### config.mk
export PLATFORM = sky130hd
export DESIGN_NAME = dtu_stream_ctrl
export DESIGN_NICKNAME = d
export VERILOG_FILES = /design/src/rtl/dtu_ctrl_pkg.sv /design/src/rtl/dtu_cal_watchdog.sv /design/src/rtl/dtu_stream_ctrl.sv
export SDC_FILE = /design/constraint.sdc
export NUM_CORES = 1
export LEC_CHECK = 0
export ABC_AREA = 1
export BUFFER_PORTS_ARGS = -buffer_cell sky130_fd_sc_hd__buf_2
export CORE_MARGIN = 2
export CORE_UTILIZATION = 40
export DETAILED_ROUTE_END_ITERATION = 7
export HOLD_SLACK_MARGIN = 0.02
export SYNTH_ARGS = -nofsm -noshare
export SYNTH_HDL_FRONTEND = slang
export SYNTH_SLANG_ARGS = --single-unit
### constraint.sdc
create_clock -name clock -period 2.3 [get_ports clock]
set_clock_uncertainty 0.05 [all_clocks]
set_input_delay 0.46 -clock clock [delete_from_list [all_inputs] [get_ports clock]]
set_output_delay 0.46 -clock clock [all_outputs]
set_load 0.02 [all_outputs]
### src/rtl/dtu_ctrl_pkg.sv
// ============================================================================
// dtu_ctrl_pkg : shared encodings for the LiTE-DTU stream controller
// Rev 1.0
// ============================================================================
`default_nettype none

package dtu_ctrl_pkg;

  typedef enum logic [2:0] {
    ST_SYNC     = 3'd0,
    ST_RUN      = 3'd1,
    ST_TEST     = 3'd2,
    ST_FLUSH    = 3'd3,
    ST_CAL_REQ  = 3'd4,
    ST_CAL_WAIT = 3'd5,
    ST_CAL_DONE = 3'd6
  } state_t;

  localparam logic [1:0] SRC_DP   = 2'd0;
  localparam logic [1:0] SRC_ATU  = 2'd1;
  localparam logic [1:0] SRC_SYNC = 2'd2;
  localparam logic [1:0] SRC_IDLE = 2'd3;

  localparam logic [31:0] SYNC_PATTERN_DEFAULT = 32'hEAAAAAAA;

  function automatic logic [1:0] src_of(input state_t s);
    case (s)
      ST_SYNC: src_of = SRC_SYNC;
      ST_RUN:  src_of = SRC_DP;
      ST_TEST: src_of = SRC_ATU;
      default: src_of = SRC_IDLE;
    endcase
  endfunction

  function automatic state_t home_state(input logic sync_mode, input logic test_en);
    if (sync_mode)    home_state = ST_SYNC;
    else if (test_en) home_state = ST_TEST;
    else              home_state = ST_RUN;
  endfunction

endpackage

`default_nettype wire

### src/rtl/dtu_cal_watchdog.sv
// ============================================================================
// dtu_cal_watchdog : calibration cycle counter, busy tracking and timeout
// Rev 1.0
// ============================================================================
`default_nettype none

module dtu_cal_watchdog
  import dtu_ctrl_pkg::*;
#(
  parameter int CAL_TIMEOUT = 1023,
  parameter int TW          = 10
) (
  input  logic       clock,
  input  logic       rst_b,
  input  logic       clear,
  input  logic       run,
  input  logic [1:0] cal_busy,
  output logic       done,
  output logic       expired
);

  localparam logic [TW-1:0] LIMIT = TW'(CAL_TIMEOUT);

  logic [TW-1:0] count;
  logic          busy_seen;

  always_ff @(posedge clock or negedge rst_b) begin
    if (!rst_b) begin
      count     <= '0;
      busy_seen <= 1'b0;
    end else if (clear) begin
      count     <= '0;
      busy_seen <= 1'b0;
    end else if (run) begin
      // Saturate at the limit so a late exit can never wrap into a fresh window.
      if (count != LIMIT) count <= count + 1'b1;
      if (|cal_busy)      busy_seen <= 1'b1;
    end
  end

  assign done    = busy_seen && (cal_busy == 2'b00);
  assign expired = (count == LIMIT);

endmodule

`default_nettype wire

### src/rtl/dtu_stream_ctrl.sv
// ============================================================================
// dtu_stream_ctrl : selects serializer word source and sequences flush/calibration
// Rev 1.0
// ============================================================================
`default_nettype none

module dtu_stream_ctrl
  import dtu_ctrl_pkg::*;
#(
  parameter logic [31:0] SYNC_PATTERN = SYNC_PATTERN_DEFAULT,
  parameter int          FLUSH_WORDS  = 4,
  parameter int          CAL_TIMEOUT  = 1023,
  parameter int          TW           = 10
) (
  input  logic        clock,
  input  logic        rst_b,
  input  logic        handshake,
  input  logic        cmd_sync_mode,
  input  logic        cmd_flush,
  input  logic        cmd_adc_cal,
  input  logic        test_enable,
  input  logic [1:0]  cal_busy,
  output logic [1:0]  src_sel,
  output logic [31:0] sync_word,
  output logic        adc_cal_start,
  output logic        fifo_flush,
  output logic        dp_hold,
  output logic        cal_timeout,
  output logic [2:0]  state
);

  localparam logic [3:0] LAST_WORD = 4'(FLUSH_WORDS - 1);

  state_t     state_q;
  state_t     state_d;
  state_t     home;
  state_t     svc;
  logic       pend_flush_q;
  logic       pend_cal_q;
  logic [3:0] word_cnt_q;
  logic       want_flush;
  logic       want_cal;
  logic       in_cal;
  logic       enter;
  logic       set_timeout;
  logic       enter_flush;
  logic       enter_cal_req;
  logic       wd_done;
  logic       wd_expired;

  assign home       = home_state(cmd_sync_mode, test_enable);
  assign in_cal     = state_q inside {ST_CAL_REQ, ST_CAL_WAIT, ST_CAL_DONE};
  // A command arriving with the deciding handshake is already pending.
  assign want_flush = pend_flush_q | cmd_flush;
  assign want_cal   = pend_cal_q | (cmd_adc_cal & ~in_cal);
  assign svc        = want_flush ? ST_FLUSH : (want_cal ? ST_CAL_REQ : home);

  always_comb begin
    state_d     = state_q;
    enter       = 1'b0;
    set_timeout = 1'b0;
    case (state_q)
      ST_SYNC, ST_RUN, ST_TEST: begin
        if (handshake) begin
          state_d = svc;
          enter   = 1'b1;
        end
      end
      ST_FLUSH: begin
        if (handshake && (word_cnt_q == LAST_WORD)) begin
          state_d = svc;
          enter   = 1'b1;
        end
      end
      ST_CAL_REQ: begin
        state_d = ST_CAL_WAIT;
        enter   = 1'b1;
      end
      ST_CAL_WAIT: begin
        if (wd_done) begin
          state_d = ST_CAL_DONE;
          enter   = 1'b1;
        end else if (wd_expired) begin
          state_d     = ST_CAL_DONE;
          enter       = 1'b1;
          set_timeout = 1'b1;
        end
      end
      ST_CAL_DONE: begin
        if (handshake) begin
          state_d = want_flush ? ST_FLUSH : home;
          enter   = 1'b1;
        end
      end
      default: begin
        state_d = ST_SYNC;
        enter   = 1'b1;
      end
    endcase
  end

  assign enter_flush   = enter && (state_d == ST_FLUSH);
  assign enter_cal_req = enter && (state_d == ST_CAL_REQ);

  always_ff @(posedge clock or negedge rst_b) begin
    if (!rst_b) begin
      state_q       <= ST_SYNC;
      pend_flush_q  <= 1'b0;
      pend_cal_q    <= 1'b0;
      word_cnt_q    <= 4'd0;
      src_sel       <= SRC_SYNC;
      adc_cal_start <= 1'b0;
      fifo_flush    <= 1'b0;
      dp_hold       <= 1'b0;
      cal_timeout   <= 1'b0;
    end else begin
      state_q      <= state_d;
      pend_flush_q <= enter_flush ? 1'b0 : want_flush;
      pend_cal_q   <= enter_cal_req ? 1'b0 : want_cal;

      if (enter_flush)
        word_cnt_q <= 4'd0;
      else if ((state_q == ST_FLUSH) && handshake)
        word_cnt_q <= word_cnt_q + 4'd1;

      // Outputs follow the next state so they line up with the state register.
      src_sel       <= src_of(state_d);
      dp_hold       <= (state_d == ST_CAL_REQ) || (state_d == ST_CAL_WAIT);
      adc_cal_start <= enter_cal_req;
      fifo_flush    <= enter && ((state_d == ST_FLUSH) || (state_d == ST_CAL_DONE));

      if (state_q == ST_CAL_REQ)
        cal_timeout <= 1'b0;
      else if (set_timeout)
        cal_timeout <= 1'b1;
    end
  end

  dtu_cal_watchdog #(
    .CAL_TIMEOUT (CAL_TIMEOUT),
    .TW          (TW)
  ) u_watchdog (
    .clock    (clock),
    .rst_b    (rst_b),
    .clear    (state_q == ST_CAL_REQ),
    .run      (state_q == ST_CAL_WAIT),
    .cal_busy (cal_busy),
    .done     (wd_done),
    .expired  (wd_expired)
  );

  assign sync_word = SYNC_PATTERN;
  assign state     = state_q;

endmodule

`default_nettype wire

=== After elaboration in Yosys (flattened, before gate mapping) ===
Index checks and enable logic that the tools add are counted.

* Bits in registers: 26
* Bits in latches: 0
* Memory bits (writable): 0
* ROM bits: 0
* Bits of input ports: 9
* Output and inout port bits: 41
* Word-level logic and storage cells: 85
* Memories kept: 0

* $add $sub $neg: 2
* Multipliers: 0
* Divide/modulo/power cells: 0
* Magnitude comparators: 0
* Equality and inequality tests: 15
* Shift operators: 0
* Multiplexer cells: 31
* Bitwise gates (word level): 4
* Reductions and logical operators: 22

{| class="wikitable"
|+ Operators by type and width
! kind !! count
|-
| two-way mux 10 bit || 3
|-
| two-way mux 3 bit || 9
|-
| equality test 3 bit (second input constant) || 6
|-
| case mux 3 bit (5 select lines) || 1
|-
| two-way mux 1 bit || 13
|-
| equality test 3 x 2 -> 1 bit (second input constant) || 4
|-
| adder 10 x 1 -> 10 bit (second input constant) || 1
|-
| equality test 10 bit (second input constant) || 1
|-
| inequality test 10 bit (second input constant) || 1
|-
| nonzero test 2 bit || 5
|-
| two-way mux 4 bit || 2
|-
| equality test 3 x 1 -> 1 bit (second input constant) || 2
|-
| logical AND 1 bit || 6
|-
| logical NOT 3 bit || 2
|-
| case mux 2 bit (3 select lines) || 1
|-
| adder 4 x 1 -> 4 bit (second input constant) || 1
|-
| equality test 4 x 2 -> 1 bit (second input constant) || 1
|-
| AND reduction 2 bit || 2
|-
| OR reduction 4 bit || 1
|-
| case mux 1 bit (3 select lines) || 1
|-
| nonzero test 3 bit || 1
|-
| OR reduction 3 bit || 1
|-
| logical NOT 2 bit || 1
|-
| logical OR 1 bit || 2
|-
| 5 further kinds || 6
|}

=== Logic depth before layout (Yosys ltp) ===
Gate-level depths: netlist (run 1).

* Depth in word-level cells: 12
* Mapped depth: 13
* Gate-level depth less buffers: 13

=== Hierarchy ===
From an unflattened synthesis (run 1), not the netlist that was laid out.

* Cell total of the unflattened synthesis: 249
* Area total of the unflattened synthesis: 1858.0 µm²

{| class="wikitable"
|+ Modules (own cells, without submodules)
! module !! times used !! cells an instance !! area each (µm²) !! seq. area each (µm²)
|-
| dtu_stream_ctrl || 1 || 148 || 1141.1 || 376.6
|-
| dtu_cal_watchdog || 1 || 101 || 716.9 || 275.3
|}

=== Worst setup path after synthesis (run 1) ===
No wires, ideal clock.

* Path type: reg2reg
* From: register u_watchdog.count[0]
* To: register u_watchdog.count[4]
* Library setup time: 120 ps
* Data arrival time: 1461 ps
* Data required time: 2130 ps
* Slack: 669 ps
* Stages on the path, launching flop included: 10
* Path buffers: 0
* Clock period less this slack: 1631 ps
* Cells stage by stage: dfrtp_1 > ha_1 > nand2_1 > nor2_1 > nand3_1 > inv_1 > a21oi_4 > nand3_1 > xor2_1 > nor2_1

* Longest elaborated chain between the ends: 4
* Elaborated cells between the ends (all ways): 7
* Those cells by class: add/sub (1); eq/ne (1); mux (3); reduce/logical (2)

{| class="wikitable"
|+ Ends and longest elaborated chain
! item !! RTL line !! text
|-
| start: declaration || dtu_cal_watchdog.sv:24 || <nowiki>logic [TW-1:0] count;</nowiki>
|-
| start signal: assignment || dtu_cal_watchdog.sv:36 || <nowiki>if (count != LIMIT) count <= count + 1'b1;</nowiki>
|-
| adder 10 x 1 -> 10 bit || dtu_cal_watchdog.sv:36 ||
|-
| two-way mux 10 bit || dtu_cal_watchdog.sv:36 ||
|-
| two-way mux 10 bit || dtu_cal_watchdog.sv:34 || <nowiki>end else if (run) begin</nowiki>
|-
| two-way mux 10 bit || dtu_cal_watchdog.sv:31 || <nowiki>end else if (clear) begin</nowiki>
|}

Several ways; a longest one is shown, not always the timed one. The select of a mux whose other input is x is not followed.
A chain may end at the register's enable or synchronous reset.

=== Worst setup path in the final report (run 1) ===
* From: register u_watchdog.count[0]
* To: register word_cnt_q[1]

* Longest elaborated chain between the ends: 7
* Elaborated cells between the ends (all ways): 11
* Those cells by class: eq/ne (2); mux (7); reduce/logical (2)

{| class="wikitable"
|+ Ends and longest elaborated chain
! item !! RTL line !! text
|-
| equality test 10 bit * || dtu_cal_watchdog.sv:42 || <nowiki>assign expired = (count == LIMIT);</nowiki>
|-
| two-way mux 3 bit * || dtu_stream_ctrl.sv:83 || <nowiki>end else if (wd_expired) begin</nowiki>
|-
| two-way mux 3 bit * || dtu_stream_ctrl.sv:80 || <nowiki>if (wd_done) begin</nowiki>
|-
| case mux 3 bit (5 select lines) * || dtu_stream_ctrl.sv:62 || <nowiki>case (state_q)</nowiki>
|-
| net state_d[0] || dtu_stream_ctrl.sv:35 || <nowiki>state_t state_d;</nowiki>
|-
| equality test 3 x 2 -> 1 bit * || dtu_stream_ctrl.sv:102 || <nowiki>assign enter_flush = enter && (state_d == ST_FLUSH);</nowiki>
|-
| logical AND 1 bit * || dtu_stream_ctrl.sv:102 ||
|-
| two-way mux 4 bit or nonzero test 2 bit (tied branches) || - ||
|-
| end signal: assignment || dtu_stream_ctrl.sv:124 || <nowiki>word_cnt_q <= word_cnt_q + 4'd1;</nowiki>
|-
| end: declaration || dtu_stream_ctrl.sv:40 || <nowiki>logic [3:0] word_cnt_q;</nowiki>
|}

The timed path passes the listed nets; every way through them passes the cells marked *.

==> results of run 1 <==
## worst paths after layout
kind	startpoint	to	slack (ps)	cells past startpoint
setup / recovery	u_watchdog.count[0]$_DFFE_PN0P_	word_cnt_q[1]$_DFFE_PN0P_	420	11
hold / removal	rst_b	u_watchdog.count[4]$_DFFE_PN0P_	120	1
setup reg to reg	u_watchdog.count[0]$_DFFE_PN0P_	word_cnt_q[1]$_DFFE_PN0P_	420	11
hold reg to reg	cal_timeout$_DFFE_PN0P_	cal_timeout$_DFFE_PN0P_	450	1
max in group asynchronous	rst_b	src_sel[1]$_DFF_PN1_	1700	1
min in group clock	cmd_adc_cal	pend_cal_q$_DFF_PN0_	430	3
## final cells by class
class	count	area [sq um]
multi-input cells	163	873.3
clock buffers	4	55.05
fillers	446	2462
repair buffers	17	85.08
flip-flops and latches	26	651.9
well taps	52	65.06
inverters	35	131.4
## power by group
part           total, mW  switching, mW  internal [mW]
clock network      0.303          0.150          0.153
registers          0.596         0.0622          0.534
logic              0.424          0.277          0.148
## registers in the layout (all words and copies together) (netlist names)
register              flops
pend_cal_q                1
u_watchdog.busy_seen      1
state                     3
u_watchdog.count         10
adc_cal_start             1
src_sel                   2
dp_hold                   1
pend_flush_q              1
word_cnt_q                4
cal_timeout               1
fifo_flush                1
## synthesized netlist by cell type
| cell | instances | area share [%] |
|---|---|---|
| nand3_2 | 2 | 1.1 |
| conb_1 | 2 | 0.42 |
| inv_1 | 28 | 5.9 |
| o31ai_1 | 1 | 0.42 |
| o21ai_0 | 3 | 0.84 |
| mux2_2 | 1 | 0.63 |
| nor2_4 | 4 | 2.5 |
| a21oi_1 | 10 | 2.8 |
| nor2_2 | 4 | 1.4 |
| buf_4 | 32 | 13 |
| ha_1 | 2 | 1.4 |
| nor2_1 | 22 | 4.6 |
| xor2_1 | 4 | 2.0 |
| nand2_1 | 36 | 7.6 |
| nand2_4 | 3 | 1.9 |
| inv_2 | 7 | 1.5 |
| nor3_1 | 1 | 0.28 |
| o21a_1 | 1 | 0.42 |
| a31oi_1 | 2 | 0.70 |
| nand4_1 | 3 | 1.1 |
| a21oi_4 | 1 | 0.91 |
| nand3_4 | 2 | 2.0 |
| nand2_2 | 8 | 2.8 |
| nand3_1 | 17 | 4.8 |
| dfstp_2 | 1 | 1.5 |
| a32o_1 | 2 | 1.1 |
| xnor2_1 | 2 | 0.98 |
| dfrtp_1 | 25 | 35 |
## kinds of logic after synthesis
kind of cell,after synthesis
and+or+nand+nor,102
muxes,1
buffers and inverters,67
adders and majority gates,2
other,2
DFF,26
xor gates and xnor gates,6
AOI/OAI and AO/OA,20
## layout by cell type, fill, tap and decap left out, drive strengths merged
cell type	count
conb	32
nor3	1
ha	2
o31ai	1
xnor2	2
nand2	47
mux2	1
nand4	3
dfstp	1
inv	35
buf	17
nor2	30
o21a	1
a32o	2
a21oi	11
dfrtp	25
nand3	21
a31oi	2
o21ai	3
xor2	4
clkbuf	4
## layer usage
layer	global-route usage, %	part of all wire, %	vias to the layer above
met3	2.564	5.7	7
met2	20.77	45	52
met4	6.918	2.7	0
met1	18.14	46	581
met5	0	0	-
li1	-	-	677
## through the flow
| stage | power, mW | setup slack (ps) | utilization, % | hold WS, ps | instance area [sq um] |
|---|---|---|---|---|---|
| 6_report | 1.323 | 421.8 | 43.06 | 117.2 | 1862 |
| 3_3_place_gp | 1.026 | 439.1 | 41.78 | 435.3 | 1807 |
| 5_1_grt | 1.423 | 212.6 | 43.06 | 171.1 | 1862 |
| 3_5_place_dp | 1.032 | 458.1 | 41.78 | 429.4 | 1807 |
| 4_1_cts | 1.339 | 439.8 | 43.06 | 143.9 | 1862 |
| 2_1_floorplan | 0.9869 | 668.9 | - | 114.4 | 1897 |
==> results.cfg, run 1 <==
[synth]
synth_cell_type_count = 28
synth-compound-area-share_pct = 7.223
ys_warn_count = 0
synth_top_family_by_area = simple AND/OR/NAND/NOR gates
muxShareOfSynthArea_pct = 0.6311
ys_ff_latch = 26
avgSynthCellArea_sq_um = 7.895
synth_area_sq_um = 1784
yosysSeqAreaShare_pct = 36.54
synthSimpleGateAreaFrac_pct = 30.01
synth_cells = 226
synthAdderAreaFrac_pct = 1.403
synth_xor_area_share_pct = 2.945

[clocking]
cts_sinks = 26
clock_latency_ps = 270
root_buffer = clkbuf_8
cts_inserted_buffers = 3
cts_hold_buf = 0
cts_max_level = 1
cts-resized-gates = 0
cts_buffer_depth = 2
cts_tree = yes
clkTransAtPathRegs_ps = 90
cts_setup_buffers = 0

[sta]
fin_crit_ps = 1878
finalHoldViolations = 0
finalSetupViolations = 0
fmax_mhz = 532.4
worst_pin_slew_ps = 571.6
drv_slew = 0
tns_ps = 0
rsz0062_at_grt = no
period_share_pct = 81.66
slew_headroom_pct = 61.89

[pwr]
p_leak_nw = 1.044
power.density_nw_per_um2 = 710.8
ir_worst_vdd_v = 0.0002499

[placement]
gp_congestion = 0.8716
dp_hpwl_mm = 2.372
portBuffers = 17
dp_cells = 293

[floorplanning]
die_x_microns = 70.79
dieArea_sq_um = 5011
start_util_pct = 41.26
core_area_sq_um = 4324
num_rows = 24
pin_count = 50
die_h_microns = 70.79

[global_routing]
grt_pass1_wl_mm = 5.409
grt_pass1_vias = 1203
grt_max_degree = 27
antenna_found_initial = 0
overflow = 0
track_usage_pct = 13.50

[drt]
post-route-drc-count = 0
dr.first_iter.drc_count = 84
vias = 1317
drt-wirelength-per-cell_microns = 10.39
drt-total-wl_mm = 3.086
antenna_left = 0
viasPerCell = 4.434
first_pass_iters = 4

[status]
status = completed

[cells_and_area]
n_antenna_cell = 0
drive_above_1_share_pct = 22.04
instances_no_fill = 297
nNetsFinal = 257
syn2layout_area_growth_pct = 4.348

[worst_setup_path]
start_kind = register
cp_common_cell = nand2_1
critPathBufInv = 2
critPathSlowestCell = dfrtp_1
path_max_fanout = 7
required_ps = 2470
cp_top_family = simple AND/OR/NAND/NOR gates
crit_type = reg2reg
slowest_delay_ps = 450
arrival_ps = 2050
worstPathCellList = ha_1 -> nand2_1 -> nor2_1 -> nand4_1 -> nand2_1 -> nand2_1 -> inv_2 -> nand3_4 -> nand3_4 -> nand2_1 -> inv_1
crit_path_end_kind = register

[hold_path]
worstHoldPathType = in2async

[run]
cap_viol_max_count = 0
Power figures use the tool's default switching activity.
==> run 2: changes to the inputs <==
--- a/config.mk
+++ b/config.mk
@@ -11,6 +11,7 @@
 export CORE_UTILIZATION = 40
 export DETAILED_ROUTE_END_ITERATION = 7
 export HOLD_SLACK_MARGIN = 0.02
+export PLACE_DENSITY = 0.66
 export SYNTH_ARGS = -nofsm -noshare
 export SYNTH_HDL_FRONTEND = slang
 export SYNTH_SLANG_ARGS = --single-unit
==> constraint.sdc (replaced) <==
create_clock -name clock -period 1.7 [get_ports clock]
set_clock_uncertainty 0.05 [all_clocks]
set_input_delay 0.34 -clock clock [delete_from_list [all_inputs] [get_ports clock]]
set_output_delay 0.34 -clock clock [all_outputs]
set_load 0.02 [all_outputs]
==> run 2 against run 1 <==
The run now ends with negative hold slack left. Core utilization grew 4.2 points. Worst hold slack lost 120 ps. Critical endpoint is now word_cnt_q[2]$_DFFE_PN0P_. First-iteration DRC count grew 21%. Register-to-register slack lost 380 ps. Highest routed layer unchanged.
==> results.cfg, run 2 (synthesized netlist as in run 1, its figures left out) <==
[drt]
post-route-drc-count = 0
dr.first_iter.drc_count = 102
drt-wirelength-per-cell_microns = 10.78
antenna_left = 0
first_pass_iters = 4
vias = 1435
drt-total-wl_mm = 3.385
viasPerCell = 4.570

[placement]
gp_congestion = 0.8412
portBuffers = 17
dp_hpwl_mm = 2.487
dp_slack_ps = -21.17

[floorplanning]
start_util_pct = 41.26
dieArea_sq_um = 5011
pin_count = 50
core_area_sq_um = 4324
die_x_microns = 70.79
die_h_microns = 70.79
num_rows = 24

[clocking]
cts_tree = yes
cts_max_level = 1
cts_sinks = 26
root_buffer = clkbuf_8
clock_latency_ps = 280
cts_buffer_depth = 2
clkTransAtPathRegs_ps = 90
cts_inserted_buffers = 3

[global_routing]
grt_pass1_vias = 1248
antenna_found_initial = 0
grt_max_degree = 27
track_usage_pct = 13.64
overflow = 0
grt_pass1_wl_mm = 5.540

[pwr]
power.density_nw_per_um2 = 937.9
total_power_mw = 1.915
ir_worst_vdd_v = 0.0003122
p_leak_nw = 1.105

[worst_setup_path]
path_max_fanout = 6
crit_type = reg2reg
cp_common_cell = nand2_2
cp_top_family = simple AND/OR/NAND/NOR gates
required_ps = 1830
critPathBufInv = 2
crit_path_end_kind = register
worstPathCellList = ha_2 -> nand2_2 -> nor2_4 -> nand3_2 -> nand2_1 -> nand2_2 -> nand3_2 -> inv_2 -> nand2_4 -> nand3_4 -> nand2_2 -> inv_2
arrival_ps = 1790
critPathSlowestCell = dfrtp_1
slowest_delay_ps = 370
ff2ff_setup_slack_ps = 50
start_kind = register

[sta]
drv_slew = 0
slew_headroom_pct = 61.74
fmax_mhz = 604.3
finalSetupViolations = 0
rsz0062_at_grt = yes
fin_ws_ps = 45.27
fin_crit_ps = 1655
fin_hold_ws_ps = -2.820
worst_pin_slew_ps = 573.9
finalHoldViolations = 12
period_share_pct = 97.34

[run]
cap_viol_max_count = 0

[cells_and_area]
syn2layout_area_growth_pct = 14.45
n_antenna_cell = 0
mostFrequentLayoutCells = 32 x conb_1, 28 x nand2_1, 23 x dfrtp_1
nNetsFinal = 274
top_register = u_watchdog.count
multi_input_area_sq_um = 930.9
n_fill_cell = 438
drive_above_1_share_pct = 35.88
seq_area_sq_um = 654.4
largest_register_ffs = 10
final_common_cell = conb_1

[hold_path]
worstHoldPathType = in2async

[status]
violations = negative hold slack
status = complete, but fails checks
==> run 2: cell count changes in the layout (fill, tap and decap cells not counted), moves of 3 or more <==
cell     change
buf_4       +16
nand3_1      -3
nand2_2      +8
nand2_1      -8
nand3_2      +3
inv_1        -7
inv_2        +7
==> run 2: what timing repair did <==
| item | in CTS | in global routing |
|---|---|---|
| resized for setup | 0 | 24 |
| hold buffers | 0 | 0 |
| hold endpoints to repair | 0 | 0 |
| setup endpoints to repair | 3 | 15 |
| cloned | 1 | 0 |
| setup buffers | 1 | 5 |
| pin swaps | 0 | 17 |
==> run 2: report_power, final <==
part	leakage, nW	internal [mW]	switching (mW)
Sequential	0.320	0.722	0.0670
Clock	0.0288	0.208	0.207
Combinational	0.756	0.266	0.445
Total	1.10	1.20	0.719
==> run 2: final cells by class <==
type | count | share of cell area [%]
clock buffer | 4 | 2.696
tap | 52 | 3.186
multi-input combinational | 164 | 45.59
timing repair buffer | 33 | 10.05
sequential | 26 | 32.05
inverter | 35 | 6.434
==> run 2: path summary, 6_finish.rpt <==
path                                                 startpoint                              end  cells after the start
max in group asynchronous                                 rst_b               state[1]$_DFF_PN0_                      1
worst max register to register  u_watchdog.count[0]$_DFFE_PN0P_        word_cnt_q[2]$_DFFE_PN0P_                     12
worst min-delay path                                      rst_b  u_watchdog.count[9]$_DFFE_PN0P_                      1
worst min register to register          cal_timeout$_DFFE_PN0P_          cal_timeout$_DFFE_PN0P_                      1
worst max-delay path            u_watchdog.count[0]$_DFFE_PN0P_        word_cnt_q[2]$_DFFE_PN0P_                     12
min in group clock                                  cmd_adc_cal             pend_cal_q$_DFF_PN0_                      3
==> run 2: routing by layer <==
layer,GRT usage [%],wire length [microns],vias to the layer above
met5,0,0,-
met4,5.660,63,0
met3,1.425,121,5
met2,22.74,1619,34
met1,18.10,1579,678
li1,-,-,718
==> run 2: per-stage QoR <==
| step | hold WS (ps) | utilization [%] | area (sq um) | setup TNS, ps | std cells |
|---|---|---|---|---|---|
| floorplan | -5.591 | - | 1897 | 0 | 256 |
| global placement | 324.0 | 43.52 | 1882 | 0 | 303 |
| detailed placement | 327.8 | 43.52 | 1882 | -49.33 | 303 |
| CTS | 23.53 | 45.17 | 1953 | 0 | 309 |
| global route | 46.03 | 47.22 | 2042 | -417.8 | 314 |
| finish | -2.820 | 47.22 | 2042 | 0 | 314 |
